==> config.mk <==
export PLATFORM = sky130hd
export DESIGN_NAME = rd_latency0_to_n
export DESIGN_NICKNAME = d
export VERILOG_FILES = /design/src/rtl/rd_lat_pkg.sv /design/src/rtl/rd_lat_delay_line.sv /design/src/rtl/rd_latency0_to_n.sv
export SDC_FILE = /design/constraint.sdc
export NUM_CORES = 1
export LEC_CHECK = 0
export ABC_AREA = 1
export CAP_MARGIN = 5
export CORE_UTILIZATION = 54
export DETAILED_ROUTE_END_ITERATION = 10
export GPL_ROUTABILITY_DRIVEN = 0
export PLACE_DENSITY = 0.86
export SYNTH_ARGS = -nofsm -noshare
export SYNTH_HDL_FRONTEND = slang
export SYNTH_SLANG_ARGS = --single-unit
==> constraint.sdc <==
create_clock -name clk -period 4.5 [get_ports clk]
set_input_delay 0.9 -clock clk [delete_from_list [all_inputs] [get_ports clk]]
set_output_delay 0.9 -clock clk [all_outputs]
set_load 0.02 [all_outputs]
==> src/rtl/rd_lat_pkg.sv <==
// Shared constants and types for the rd_latency0_to_n read-latency adapter.
package rd_lat_pkg;

  localparam int MAX_LATENCY = 8;

  typedef logic [15:0] cnt16_t;

  localparam cnt16_t CNT_MAX = 16'hFFFF;

  // Saturating increment: holds at CNT_MAX instead of wrapping to zero.
  function automatic cnt16_t sat_inc(input cnt16_t c);
    return (c == CNT_MAX) ? c : c + 16'd1;
  endfunction

endpackage

==> src/rtl/rd_lat_delay_line.sv <==
// Fixed-depth valid/data shift pipeline with synchronous flush of all valid bits.
// Optional error bit per slot when RD_LAT_UNDERFLOW_ERR_EN is defined.
module rd_lat_delay_line
  import rd_lat_pkg::*;
#(
  parameter int WIDTH = 32,
  parameter int DEPTH = 2
) (
  input  logic             clk,
  input  logic             rst_n,
  input  logic             flush,
  input  logic             valid_in,
`ifdef RD_LAT_UNDERFLOW_ERR_EN
  input  logic             err_in,
  output logic             err_out,
`endif
  input  logic [WIDTH-1:0] data_in,
  output logic             valid_out,
  output logic [WIDTH-1:0] data_out
);

  logic [DEPTH-1:0] vld_q;
  logic [WIDTH-1:0] dat_q [DEPTH];

  // Data only moves with a live valid bit, so the last stage holds its word through bubbles.
  always_ff @(posedge clk or negedge rst_n) begin
    if (!rst_n) begin
      vld_q <= '0;
      for (int i = 0; i < DEPTH; i++) dat_q[i] <= '0;
    end else begin
      vld_q[0] <= valid_in & ~flush;
      if (valid_in & ~flush) dat_q[0] <= data_in;
      for (int i = 1; i < DEPTH; i++) begin
        vld_q[i] <= vld_q[i-1] & ~flush;
        if (vld_q[i-1] & ~flush) dat_q[i] <= dat_q[i-1];
      end
    end
  end

  assign valid_out = vld_q[DEPTH-1];
  assign data_out  = dat_q[DEPTH-1];

`ifdef RD_LAT_UNDERFLOW_ERR_EN
  logic [DEPTH-1:0] err_q;

  always_ff @(posedge clk or negedge rst_n) begin
    if (!rst_n) begin
      err_q <= '0;
    end else begin
      err_q[0] <= err_in & ~flush;
      for (int i = 1; i < DEPTH; i++) err_q[i] <= err_q[i-1] & ~flush;
    end
  end

  assign err_out = err_q[DEPTH-1];
`endif

endmodule

==> src/rtl/rd_latency0_to_n.sv <==
// Adapts a show-ahead (latency-0) source to a fixed LATENCY-cycle read interface.
// Optional feature macro: RD_LAT_UNDERFLOW_ERR_EN adds the out_rd_err output.
module rd_latency0_to_n
  import rd_lat_pkg::*;
#(
  parameter int WIDTH   = 32,
  parameter int LATENCY = 2
) (
  input  logic             clk,
  input  logic             rst_n,
  output logic             in_rd_en,
  input  logic             in_rd_valid,
  input  logic [WIDTH-1:0] in_rd_data,
  input  logic             out_rd_en,
  output logic             out_rd_valid,
  output logic [WIDTH-1:0] out_rd_data,
  input  logic             flush,
  output logic             underflow_sticky,
  input  logic             underflow_clr,
`ifdef RD_LAT_UNDERFLOW_ERR_EN
  output logic             out_rd_err,
`endif
  output logic [15:0]      pop_count
);

  if (LATENCY < 1 || LATENCY > MAX_LATENCY) begin : g_bad_latency
    $fatal(1, "rd_latency0_to_n: LATENCY=%0d outside 1..%0d", LATENCY, MAX_LATENCY);
  end
  if (WIDTH < 1 || WIDTH > 1024) begin : g_bad_width
    $fatal(1, "rd_latency0_to_n: WIDTH=%0d outside 1..1024", WIDTH);
  end

  logic   req_ok;
  logic   underflow;
  logic   pop;
  cnt16_t pop_cnt_q;
  logic   sticky_q;

  // rst_n in the strobe keeps the source untouched while reset is held.
  assign req_ok    = out_rd_en & ~flush & rst_n;
  assign pop       = req_ok & in_rd_valid;
  assign underflow = req_ok & ~in_rd_valid;
  assign in_rd_en  = pop;

  rd_lat_delay_line #(
    .WIDTH (WIDTH),
    .DEPTH (LATENCY)
  ) u_delay (
    .clk       (clk),
    .rst_n     (rst_n),
    .flush     (flush),
    .valid_in  (pop),
`ifdef RD_LAT_UNDERFLOW_ERR_EN
    .err_in    (underflow),
    .err_out   (out_rd_err),
`endif
    .data_in   (in_rd_data),
    .valid_out (out_rd_valid),
    .data_out  (out_rd_data)
  );

  // Set has priority over clear when both land in the same cycle.
  always_ff @(posedge clk or negedge rst_n) begin
    if (!rst_n) begin
      sticky_q  <= 1'b0;
      pop_cnt_q <= '0;
    end else begin
      sticky_q <= underflow | (sticky_q & ~underflow_clr);
      if (pop) pop_cnt_q <= sat_inc(pop_cnt_q);
    end
  end

  assign underflow_sticky = sticky_q;
  assign pop_count        = pop_cnt_q;

endmodule

# Yosys cells after proc, flatten, opt, wreduce, memory -nomap -nowiden
# Index checks and enable logic that the tools add are counted.
[op_classes] add_sub_neg=1 eq_ne=1 n_bitwise=12 reduce_logical=1
[op_table] operator="16-bit by 1-bit adder with 16-bit output (second input constant)" count=1
[op_table] operator="16-bit == test (second input constant)" count=1
[op_table] operator="1-bit AND" count=7
[op_table] operator="1-bit inverter" count=4
[op_table] operator="2-bit AND reduction" count=1
[op_table] operator="1-bit bitwise OR" count=1
[word_totals] reg_bits=83 inputBits=38 out_inout_bits=51 elab_cells=20

# Depth between registers and ports, before layout
# Gate-level depths: netlist of the first run.
[depth] word_depth=5 ltp_mapped=9 mapped_depth_nobuf=8

# Cells and area by module
# From an unflattened synthesis of the first run, not the netlist that was laid out.
[hier_totals] hier_cells=471 hier_area_um2=4361.7
[by_module_without_submodules] mod="rd_lat_delay_line" instances=1 cells_each=316 area_each_um2=3266.9
[by_module_without_submodules] mod="rd_latency0_to_n" instances=1 cells_each=155 area_each_um2=1094.8

# Least setup slack after synthesis of the first run
# Ideal clock, no wire load.
[synth_path] kind="in2out" start="input flush" end="output in_rd_en" arrival_ns=1.570 slack_ns=2.030 cell_stages=5 path_cell_list="inv_1 -> nand4_4 -> inv_1 -> buf_2 -> buf_4"
[synth_between] elab_chain_len=4
[synth_rtl] element="start: declaration" line="rd_latency0_to_n.sv:17" rtl="input logic flush,"
[synth_rtl] element="1-bit inverter" line="rd_latency0_to_n.sv:40" rtl="assign req_ok = out_rd_en & ~flush & rst_n;"
[synth_rtl] element="1-bit AND (2 in a row)" line="rd_latency0_to_n.sv:40"
[synth_rtl] element="1-bit AND" line="rd_latency0_to_n.sv:41" rtl="assign pop = req_ok & in_rd_valid;"
[synth_rtl] element="end: declaration" line="rd_latency0_to_n.sv:11" rtl="output logic in_rd_en,"
# Every way passes these cells.

# Worst setup path after layout of the first run
[layout_path] start="input in_rd_valid" end="output in_rd_en"
[layout_between] elab_chain_len=1
[layout_rtl] element="start: declaration" line="rd_latency0_to_n.sv:12" rtl="input logic in_rd_valid,"
[layout_rtl] element="1-bit AND" line="rd_latency0_to_n.sv:41"
# Every way passes these cells.

==> results of run 1 <==
==> sequential cells by signal (all words and copies together), names as in the netlist <==
signal and flops:
u_delay.dat_q 32, u_delay.data_out 32, pop_count 16, u_delay.vld_q 2
underflow_sticky 1
==> cell families after synthesis <==
kind of cell               Yosys count  share of synthesized area [%]
xor gates and xnor gates             5                          1.152
AOI/OAI and AO/OA                   20                          3.161
and+or+nand+nor                    277                          30.13
adders and majority gates            1                         0.3292
DFF                                 83                          54.66
buffers and inverters               67                          10.57
==> routing by layer <==
| metal | global-route usage, % | up-vias | part of all wire, % |
|---|---|---|---|
| met3 | 4.235 | 9 | 6.0 |
| met5 | 0 | - | 0 |
| met2 | 38.96 | 108 | 49 |
| met1 | 29.29 | 1424 | 43 |
| li1 | - | 1465 | - |
| met4 | 9.242 | 0 | 1.2 |
==> cells in the final DEF, fill, tap and decap left out <==
cell               n
nand2_2            4
clkinv_4           1
nand4_2            1
o21ai_0           14
clkdlybuf4s50_1   87
dfrtp_1           83
clkinv_2           2
nor2_4             4
nor2_2             2
nand2_1          235
o22ai_1            1
clkbuf_1           1
bufinv_16          2
inv_2              2
nand3b_1           1
nand4_4            1
buf_4              5
inv_1             18
nor2_1            14
o21ai_2            5
nand3_2            1
nand4_1            5
clkbuf_8           9
nand3_1            9
xnor2_1            5
ha_1               1
==> report_power, final <==
group	switching, mW	internal, mW
sequential	0.0964	0.887
combinational	0.272	0.253
clock	0.264	0.309
total	0.632	1.45
==> area by class of cell <==
cell class / count / area [um^2] / share of cell area [%]
timing repair buffer: 92 / 908.4 / 19.29
sequential: 83 / 2077 / 44.11
inverter: 20 / 75.07 / 1.594
tap: 96 / 120.1 / 2.551
multi-input combinational: 303 / 1321 / 28.06
clock buffer: 10 / 127.6 / 2.711
clock inverter: 5 / 78.83 / 1.674
==> Yosys cell counts (4+ instances only) <==
master / n / share of area [%]
buf_4: 33 / 6.5
nand4_1: 5 / 0.82
nor2_4: 4 / 1.2
nand3_1: 9 / 1.2
buf_2: 9 / 1.2
nand2_1: 235 / 23
nor2_1: 14 / 1.4
xnor2_1: 5 / 1.2
inv_1: 18 / 1.8
o21ai_2: 5 / 1.2
dfrtp_1: 83 / 55
o21ai_0: 14 / 1.8
nand2_2: 4 / 0.66
==> metrics by stage <==
stage,hold slack [ns],std cells,setup slack (ns),instance area [um^2],power [mW]
after floorplan,0.4422,453,2.030,3800,1.346
after global placement,0.4471,594,1.329,4502,1.504
after detailed placement,0.4558,594,1.329,4502,1.524
after CTS,0.4676,609,1.329,4708,2.094
after global routing,0.4831,609,1.290,4708,2.191
final,0.4631,609,1.340,4708,2.081
==> final timing paths <==
check,slack [ns],cells after the start,from,endpoint
worst max-delay path,1.34,4,in_rd_valid,in_rd_en
worst min-delay path,0.46,1,rst_n,u_delay.data_out[7]
worst max register to register,2.81,5,u_delay.vld_q[0],u_delay.data_out[31]
worst min register to register,0.47,2,u_delay.dat_q[36],u_delay.data_out[4]
max in group asynchronous,3.01,2,rst_n,pop_count[5]
min in group clk,0.47,2,u_delay.dat_q[36],u_delay.data_out[4]
==> critical path: cells and delay by family <==
family	cells	cell delay (ns)
buf+inv	3	1.24
simple gates	1	0.11
==> flow_metrics.tcl, run 1 <==
set metrics [dict create \
    tns_ns 0 \
    synth_nets 492 \
    cts.sinks 83 \
    syn2layout_area_growth_pct 23.91 \
    postCtsHoldBufs 0 \
    max-clock-path-buffers 2 \
    start_util_pct 55.93 \
    nFillCells 562 \
    ys.warnings.count 0 \
    grt_usage_pct 23.00 \
    cts_tree "built" \
    fmax_mhz 316.5 \
    drive_above_1_share_pct 7.602 \
    p_per_area_nw_per_um2 442.0 \
    grt_first_pass_wirelength_mm 13.32 \
    portBuffers 88 \
    end_kind "primary output" \
    synthCells 453 \
    ys_async_sr_fraction_pct 100.0 \
    vias_per_cell 4.936 \
    vias 3006 \
    grt.overflow.total 0 \
    leakagePower_nw 2.315 \
    synth_ff_type "dfrtp_1" \
    period_share_pct 70.22 \
    clk_pin_slew_ns 0.09 \
    max_stage_delay_ns 0.61 \
    cp_common_cell "clkdlybuf4s50_1" \
    rsz0062_at_grt "false" \
    peakVddDrop_mv 0.3309 \
    root_buffer "clkbuf_8" \
    io_pins 89 \
    final_util_pct 69.30 \
    hp-class "in2async" \
    slowest_stage "clkdlybuf4s50_1" \
    ant_nets 0 \
    synth-seq-cells 83 \
    worst_ep_arrival_time_ns 2.26 \
    start_kind "primary input" \
    cts_setup_buffers 0 \
    yosysSeqAreaShare_pct 54.66 \
    cts_resized 0 \
    worstPathMaxFanout 2 \
    drv_slew 0 \
    drcViolationCount 0 \
    core_area_um2 6794 \
    setup_viol 0 \
    cts_made_buffers 9 \
    wl_mm 7.781 \
    worstSetupPathType "in2out" \
    drt-wirelength-per-cell_um 12.78 \
    finalClockSkew_ns 0.01084 \
    drt_first_pass_iters 4 \
    worstMarginPinSlew_ns 0.6792 \
    grt_pass1_vias 3018 \
    synth-edff-count 0 \
    die_area_um2 7376 \
    max-slew-margin-rel_pct 54.72 \
    finalWorstPathRequiredPeriod_ns 3.160 \
    grt_start_max_net_pins 57 \
    yosysUniqueCellTypes 24 \
    syn_avg_cell_area_um2 8.388 \
    antennaDiodeCount 0 \
    clk_latency_ns 0.35 \
    die-height_um 85.89 \
    dp_hpwl_mm 5.167 \
    final-hold-violation-count 0 \
    syn_area_um2 3800 \
    maxCapViolCount 0 \
    antenna_found_initial 0 \
    row_count 30 \
    final_nets 548 \
    status "finished, final reports clean" \
    drt_iter0_drc 123 \
    htreeDepth 3 \
    fp.dieW_um 85.89 \
    cp_cell_sequence "clkdlybuf4s50_1, nand4_4, inv_1, clkdlybuf4s50_1" \
    required_ns 3.60 \
]
Note: power is estimated with default switching activity, not from simulation.
==> run 2, diff against run 1 <==
Settings changed: CORE_UTILIZATION 54 to 45, PLACE_DENSITY 0.86 to 0.76.
Clock period 4.5 ns to 2.7 ns, I/O delays scaled along.
==> run 2 against run 1 <==
Sequential power grew 67%. Sequential share of layout area is 0.20 points lower. Non-clock buffer count is 1 higher.
==> flow_metrics.tcl, run 2 (synthesis gave the netlist of run 1 again) <==
set metrics [dict create \
    final_nets 549 \
    layout_commonest_cell "nand2_1" \
    grt_util_met3_pct 3.074 \
    hp-class "in2async" \
    status "finished, final reports clean" \
    drt_first_pass_iters 5 \
    cts.sinks 83 \
    final-hold-violation-count 0 \
    row_count 33 \
    worstMarginPinSlew_ns 0.5534 \
    clk_latency_ns 0.35 \
    busiest_layer "met2" \
    grt_first_pass_wirelength_mm 13.14 \
    worstSetupPathType "in2out" \
    mostFrequentLayoutCells "235 x nand2_1, 87 x clkdlybuf4s50_1, 83 x dfrtp_1" \
    drcViolationCount 0 \
    max-clock-path-buffers 2 \
    end_kind "primary output" \
    grt_start_max_net_pins 46 \
    ant_nets 0 \
    worst_ep_arrival_time_ns 1.90 \
    maxCapViolCount 0 \
    cts_resized 0 \
    finalWorstPathRequiredPeriod_ns 2.445 \
    start_kind "primary input" \
    vias_per_cell 4.748 \
    period_share_pct 90.55 \
    clk_pin_slew_ns 0.09 \
    portBuffers 88 \
    die-height_um 93.89 \
    grt_use_met1_pct 25.82 \
    fp.dieW_um 93.89 \
    drv_slew 0 \
    core_area_um2 8175 \
    grt_usage_pct 19.60 \
    rsz0062_at_grt "false" \
    tns_ns 0 \
    wl_mm 7.840 \
    antenna_found_initial 0 \
    worstPathMaxFanout 2 \
    finalClockSkew_ns 0.01349 \
    start_util_pct 46.48 \
    peakVddDrop_mv 0.4136 \
    cts_tree "built" \
    setup_viol 0 \
    syn2layout_area_growth_pct 24.47 \
    p_total_mw 3.439 \
    drt_iter0_drc 163 \
    postCtsHoldBufs 0 \
    fmax_mhz 409.0 \
    drt-wirelength-per-cell_um 12.65 \
    die_area_um2 8815 \
    htreeDepth 3 \
    root_buffer "clkbuf_8" \
    vias 2944 \
    leakagePower_nw 2.313 \
    grt_pass1_vias 2833 \
    io_pins 89 \
    drive_above_1_share_pct 8.155 \
    antennaDiodeCount 0 \
    cts_made_buffers 9 \
    use_met2_pct 31.81 \
    grt.overflow.total 0 \
    final_util_pct 57.85 \
    required_ns 2.16 \
    p_per_area_nw_per_um2 727.1 \
    cts_setup_buffers 0 \
    dp_hpwl_mm 5.408 \
    max-slew-margin-rel_pct 63.10 \
]
[run 2: final timing paths]
check / cells after the start / end / slack [ns] / startpoint
min in group clk: 2 / u_delay.data_out[20] / 0.48 / u_delay.dat_q[52]
worst max-delay path: 4 / in_rd_en / 0.26 / in_rd_valid
worst min-delay path: 2 / pop_count[3] / 0.31 / rst_n
worst min register to register: 2 / u_delay.data_out[20] / 0.48 / u_delay.dat_q[52]
max in group asynchronous: 3 / u_delay.dat_q[35] / 1.45 / rst_n
worst max register to register: 8 / pop_count[10] / 0.97 / pop_count[0]
[run 2: metal layers]
| layer | share of wire [%] | vias up |
|---|---|---|
| li1 | - | 1468 |
| met1 | 45 | 1368 |
| met2 | 48 | 96 |
| met3 | 5.0 | 12 |
| met4 | 1.8 | 0 |
| met5 | 0 | - |
[run 2: critical path, cell delays in order]
cell	delay, ns
clkdlybuf4s50_1	0.52
nand4_4	0.12
inv_1	0.11
clkdlybuf4s50_1	0.61
[run 2: area by class of cell]
type | instances | area, um^2
Sequential cell | 83 | 2077
Fill cell | 714 | 3446
Multi-Input combinational cell | 303 | 1321
Clock inverter | 6 | 71.32
Clock buffer | 10 | 137.6
Inverter | 20 | 75.07
Timing Repair Buffer | 93 | 915.9
Tap cell | 105 | 131.4
[run 2: stage by stage]
step                hold WS [ns]  instance area, um^2  cells  worst slack, ns
floorplan                 0.2444                 3800    453           0.9497
global placement          0.4482                 4521    604           0.2490
detailed placement        0.4561                 4521    604           0.2355
CTS                       0.3188                 4730    620           0.2354
global route              0.3396                 4730    620           0.1770
finish                    0.3120                 4730    620           0.2552
[run 2: power breakdown]
group / total (mW) / internal (mW) / switching [mW]
Clock: 0.925 / 0.461 / 0.464
Combinational: 0.873 / 0.422 / 0.450
Sequential: 1.64 / 1.48 / 0.163
Total: 3.44 / 2.36 / 1.08
